$ cat src/rtl/nn_pkg.sv
// Shared types and constant helpers for the MAC accumulator array.
package nn_pkg;

   typedef enum logic [1:0] {
      IDLE  = 2'd0,
      ACCUM = 2'd1,
      HOLD  = 2'd2
   } state_t;

   function automatic int clog2(input int value);
      int r;
      r = 0;
      while ((1 << r) < value) r++;
      return r;
   endfunction

   function automatic longint sat_max(input int width);
      return (longint'(1) <<< (width - 1)) - 1;
   endfunction

   function automatic longint sat_min(input int width);
      return -(longint'(1) <<< (width - 1));
   endfunction

endpackage

$ cat src/rtl/mac_lane.sv
// One MAC lane: accumulates a*b, then floor-shifts and saturates into a registered result.
// The result register loads only on the final beat, so it stays steady while the consumer stalls.
module mac_lane
   import nn_pkg::*;
#(
   parameter int WIDTH     = 16,
   parameter int ACC_WIDTH = 40,
   parameter int FRAC      = 0
) (
   input  logic                    clk,
   input  logic                    rst,
   input  logic                    load,
   input  logic                    add,
   input  logic                    capture,
   input  logic signed [WIDTH-1:0] a,
   input  logic signed [WIDTH-1:0] b,
   output logic signed [WIDTH-1:0] out,
   output logic                    sat
);

   localparam logic signed [ACC_WIDTH-1:0] MAX_V = ACC_WIDTH'(sat_max(WIDTH));
   localparam logic signed [ACC_WIDTH-1:0] MIN_V = ACC_WIDTH'(sat_min(WIDTH));

   logic signed [2*WIDTH-1:0]   prod;
   logic signed [ACC_WIDTH-1:0] prod_ext;
   logic signed [ACC_WIDTH-1:0] acc;
   logic signed [ACC_WIDTH-1:0] acc_next;
   logic signed [ACC_WIDTH-1:0] shifted;
   logic signed [WIDTH-1:0]     sat_val;
   logic                        sat_flag;

   assign prod     = a * b;
   assign prod_ext = ACC_WIDTH'(prod);
   assign acc_next = load ? prod_ext : acc + prod_ext;
   // Result is formed from acc_next so the final beat's product is included.
   assign shifted  = acc_next >>> FRAC;

   always_comb begin
      sat_val  = shifted[WIDTH-1:0];
      sat_flag = 1'b0;
      if (shifted > MAX_V) begin
         sat_val  = MAX_V[WIDTH-1:0];
         sat_flag = 1'b1;
      end else if (shifted < MIN_V) begin
         sat_val  = MIN_V[WIDTH-1:0];
         sat_flag = 1'b1;
      end
   end

   always_ff @(posedge clk or posedge rst) begin
      if (rst) begin
         acc <= '0;
         out <= '0;
         sat <= 1'b0;
      end else begin
         if (load || add) acc <= acc_next;
         if (capture) begin
            out <= sat_val;
            sat <= sat_flag;
         end
      end
   end

endmodule

$ cat src/rtl/mac_array_acc.sv
// LANES-wide MAC array: accumulates cfg_len beats, result valid 1 cycle after the last beat.
// in_ready drops while a result is held; the result is held until out_ready accepts it.
module mac_array_acc
   import nn_pkg::*;
#(
   parameter int WIDTH     = 16,
   parameter int LANES     = 4,
   parameter int ACC_WIDTH = 40,
   parameter int MAX_LEN   = 256,
   parameter int FRAC      = 0
) (
   input  logic                           clk,
   input  logic                           rst,
   input  logic [clog2(MAX_LEN+1)-1:0]    cfg_len,
   input  logic                           in_valid,
   output logic                           in_ready,
   input  logic [LANES*WIDTH-1:0]         a,
   input  logic [LANES*WIDTH-1:0]         b,
   output logic                           out_valid,
   input  logic                           out_ready,
   output logic [LANES*WIDTH-1:0]         out,
   output logic [LANES-1:0]               out_sat
);

   localparam int LEN_W = clog2(MAX_LEN + 1);

   if (ACC_WIDTH < 2*WIDTH + clog2(MAX_LEN)) begin : g_acc_width_check
      $error("mac_array_acc: ACC_WIDTH too narrow, accumulator could wrap");
   end

   state_t           state;
   state_t           state_next;
   logic [LEN_W-1:0] count;
   logic [LEN_W-1:0] len_q;
   logic [LEN_W-1:0] eff_len;
   logic [LEN_W-1:0] count_inc;
   logic             accept;
   logic             xfer;
   logic             last_beat;
   logic             lane_load;
   logic             lane_add;

   assign eff_len   = (cfg_len == '0) ? LEN_W'(1) : cfg_len;
   assign count_inc = count + LEN_W'(1);
   assign accept    = in_valid & in_ready;
   assign xfer      = out_valid & out_ready;
   assign last_beat = accept & ((state == IDLE) ? (eff_len == LEN_W'(1)) : (count_inc == len_q));
   assign lane_load = accept & (state == IDLE);
   assign lane_add  = accept & (state == ACCUM);

   always_ff @(posedge clk or posedge rst) begin
      if (rst) state <= IDLE;
      else     state <= state_next;
   end

   always_comb begin
      state_next = state;
      case (state)
         IDLE:    if (accept) state_next = last_beat ? HOLD : ACCUM;
         ACCUM:   if (last_beat) state_next = HOLD;
         HOLD:    if (xfer) state_next = IDLE;
         default: state_next = IDLE;
      endcase
   end

   always_comb begin
      in_ready  = 1'b0;
      out_valid = 1'b0;
      case (state)
         IDLE, ACCUM: in_ready = !rst;
         HOLD:        out_valid = 1'b1;
         default:     ;
      endcase
   end

   // Length is latched on the first beat so later cfg_len changes cannot disturb it.
   always_ff @(posedge clk or posedge rst) begin
      if (rst) begin
         count <= '0;
         len_q <= '0;
      end else if (accept) begin
         if (state == IDLE) begin
            len_q <= eff_len;
            count <= LEN_W'(1);
         end else begin
            count <= count_inc;
         end
      end
   end

   for (genvar i = 0; i < LANES; i++) begin : g_lane
      mac_lane #(
         .WIDTH     (WIDTH),
         .ACC_WIDTH (ACC_WIDTH),
         .FRAC      (FRAC)
      ) u_lane (
         .clk     (clk),
         .rst     (rst),
         .load    (lane_load),
         .add     (lane_add),
         .capture (last_beat),
         .a       (a[i*WIDTH +: WIDTH]),
         .b       (b[i*WIDTH +: WIDTH]),
         .out     (out[i*WIDTH +: WIDTH]),
         .sat     (out_sat[i])
      );
   end

endmodule
$ cat config.mk
export PLATFORM = sky130hd
export DESIGN_NAME = mac_array_acc
export DESIGN_NICKNAME = d
export VERILOG_FILES = /design/src/rtl/nn_pkg.sv /design/src/rtl/mac_lane.sv /design/src/rtl/mac_array_acc.sv
export SDC_FILE = /design/constraint.sdc
export NUM_CORES = 2
export LEC_CHECK = 0
export CAP_MARGIN = 10
export CORE_ASPECT_RATIO = 0.6
export CORE_MARGIN = 3
export CORE_UTILIZATION = 40
export DETAILED_ROUTE_END_ITERATION = 16
export SLEW_MARGIN = 20
export SYNTH_ARGS = -nofsm -noshare
export SYNTH_HDL_FRONTEND = slang
export SYNTH_SLANG_ARGS = --single-unit
$ cat constraint.sdc
create_clock -name clk -period 8.2 [get_ports clk]
set_input_delay 0.82 -clock clk [delete_from_list [all_inputs] [get_ports clk]]
set_output_delay 0.82 -clock clk [all_outputs]
set_load 0.01 [all_outputs]
==> run metrics <==
final wirelength=208.6 mm; largest net degree at the start of global routing=116; Cells after Synth=7,347; Post-synth EDFFs=0; CTS clk-pin slew, worst paths=0.06 ns; DRC Markers=0; endpoints failing setup=72; Worst Tran Pin Value=1.037 ns; Syn Nets=9,028; fraction of registers with async set/reset=100.0%; number of distinct library cells after synthesis=93; IO Count=about 210; vias in the first global route=slightly below 60,000; first-pass GRT wire length=326.3 mm; DP Wirelength=166.8 mm; clk_lat worst skew=0.61 ns; WL per Instance=between 15 and 20 um; initial core utilization=40.42%; root buf cell=clkbuf_16; fin nets=10,710; failing checks=setup timing; via/cell ratio=5.220; min cycle time layout=9.117 ns; Longest Clk Path Bufs=3; Worst Hold Class=reg2reg; Port Buffers=210; Post-synth top flop=dfrtp_1; layout cells sized above 1=29.71%; unrepaired setup endpoints after global routing=true; first drt pass iteration count=6; Max Slew Vio Count=0; Seq/Total Area, Yosys=10.01%; CP most frequent cell=fa_1; period utilization=111.2%; kind of critical path=in2reg; most frequent cells in the layout=1,506 x buf_4, 1,173 x inv_1, 981 x fa_1; area delta synth->final=38.41%; DIE WIDTH=514.2 um; Design Area, Final=approximately 0.086 mm2; Hold-fix buffers, CTS=0; slowest stage cell, crit path=fa_1; #FFs+latches synth=approximately 250; Final Hold Fails=0; initial antenna violation count=1; Syn Area/Cell=8.435 um2; Fillers=around 14,000; gr ovfl total=0; CP Capture Type=register; buffers and inverters on the worst path=9; Slew HR=a little under a third; Std-Cell Rows=111; commonest non-fill, non-tap cell in the layout=buf_4; Max FO, Critical Path=8; Max Cap Viol=0; CP startpoint kind=input port; vias post-DR=57,870; status=finished with violations; initial DRC count=4,162; crit-path leading delay family=adder cells; Post-DP Area=0.07797 mm2; Core Area=0.1533 mm2; CTS tree=yes; CP peak stage delay=roughly 0.56 ns; Yosys warning total=0; gpl congestion=roughly 0.96; Sink Count=248; Die Ht=310.9 um; Final WS setup=-0.9168 ns; Crit path required time=about 8.7 ns; all-layer global routing usage=25.13%; mapped cell area=0.06197 mm2; crit path DAT=9.65 ns; CTS Buf Count=35; fmax=109.7 MHz; TNS Setup=-51.33 ns; H-tree lvl count=2; die area=0.1598 mm2; Worst Skew=0.03710 ns; Post-DRT Antenna Nets=0
[metrics by stage]
step                      hold slack (ns)  setup WS (ns)  utilization [%]  instances
after floorplan                    0.4498        -0.7051                -       7347
after global placement             0.4664         -2.147            50.85      10770
after detailed placement           0.4738         -2.247            50.85      10770
after CTS                          0.4882         -1.141            52.62      10880
after global routing               0.5055         -1.170            55.94      11090
final                              0.4801        -0.9168            55.94      11090
[cell usage after synthesis, drive strengths merged, types with 15 or more instances]
library cell | count | area [um2]
nand3 | 54 | 270.3
a221o | 17 | 170.2
a21o | 92 | 690.7
xnor2 | 179 | 1568
dfrtp | 248 | 6206
nand2 | 1030 | 3866
or2 | 15 | 93.84
o21ai | 350 | 1752
nor2 | 319 | 1197
o21a | 54 | 405.4
or3 | 25 | 156.4
a31oi | 63 | 409.1
o211ai | 59 | 442.9
nand4 | 76 | 475.5
a211oi | 52 | 395.4
mux2i | 45 | 450.4
nor4 | 17 | 106.4
mux2 | 17 | 191.4
and3 | 22 | 137.6
a211o | 27 | 236.5
clkbuf | 263 | 987.2
o2111ai | 18 | 157.7
nor2b | 38 | 237.7
a21oi | 392 | 1962
buf | 48 | 227.7
o21bai | 28 | 210.2
o31ai | 43 | 351.6
fa | 1052 | 21060
ha | 488 | 6106
inv | 1249 | 4688
nand2b | 61 | 381.6
and2 | 504 | 3153
and4 | 18 | 157.7
nor3 | 85 | 430.4
xor2 | 83 | 727.0
[flip-flops by register name (all words and copies together) (netlist names)]
name and count:
state 2, g_lane.u_lane.sat 4, g_lane.u_lane.out 64, g_lane.u_lane.acc 160, len_q 9, count 9
[logic make-up after synthesis]
| family | synth area share (%) |
|---|---|
| and+or+nand+nor | 18.00 |
| buffers and inverters | 9.526 |
| adders and majority gates | 43.84 |
| AOI/OAI and AO/OA | 13.89 |
| xor gates and xnor gates | 3.703 |
| DFF | 10.01 |
| muxes | 1.036 |
[timing repair]
action | in CTS | in global routing
gates cloned | 9 | 21
setup endpoints to repair | 121 | 140
gates resized for setup | 285 | 986
setup buffers | 43 | 187
pin swaps | 80 | 421
[path summary, 6_finish.rpt]
| path | start | end | slack, ns | cells after the start |
|---|---|---|---|---|
| max | a[27] | g_lane[1].u_lane.out[7] | -0.92 | 34 |
| min | g_lane[3].u_lane.out[15] | g_lane[3].u_lane.out[15] | 0.48 | 2 |
| max reg2reg | state[1] | g_lane[0].u_lane.sat | 3.50 | 16 |
| min reg2reg | g_lane[3].u_lane.out[15] | g_lane[3].u_lane.out[15] | 0.48 | 2 |
| max in group asynchronous | rst | g_lane[1].u_lane.acc[31] | 5.62 | 3 |
| min in group asynchronous | rst | g_lane[1].u_lane.out[6] | 0.87 | 2 |
[worst min-delay path, cell delays in order (launching register included)]
cell	delay, ns
dfrtp_1	0.34
nand2_1	0.06
o21ai_2	0.05
[final cells by class]
type	instances	area [um2]	area share, %
repair buffers	1953	16690	19.46
clock buffers	45	973.4	1.135
flip-flops and latches	248	6207	7.237
inverters	1249	4733	5.518
well taps	2034	2545	2.967
diodes	1	2.502	0.002917
multi-input cells	5539	54350	63.36
clock inverters	17	270.3	0.3151
[metal layers]
metal	share of wire (%)	track usage, %	up-vias	wire length [um]
met2	41	35.41	1856	86460
met3	7.4	4.208	168	15460
li1	-	-	27010	-
met1	50	40.90	28840	104200
met4	1.2	2.664	0	2451
met5	0	0	-	0
Power is left out: the tool's default activity adds up to more than one toggle a clock period on the data nets, which glitch-free logic cannot reach.
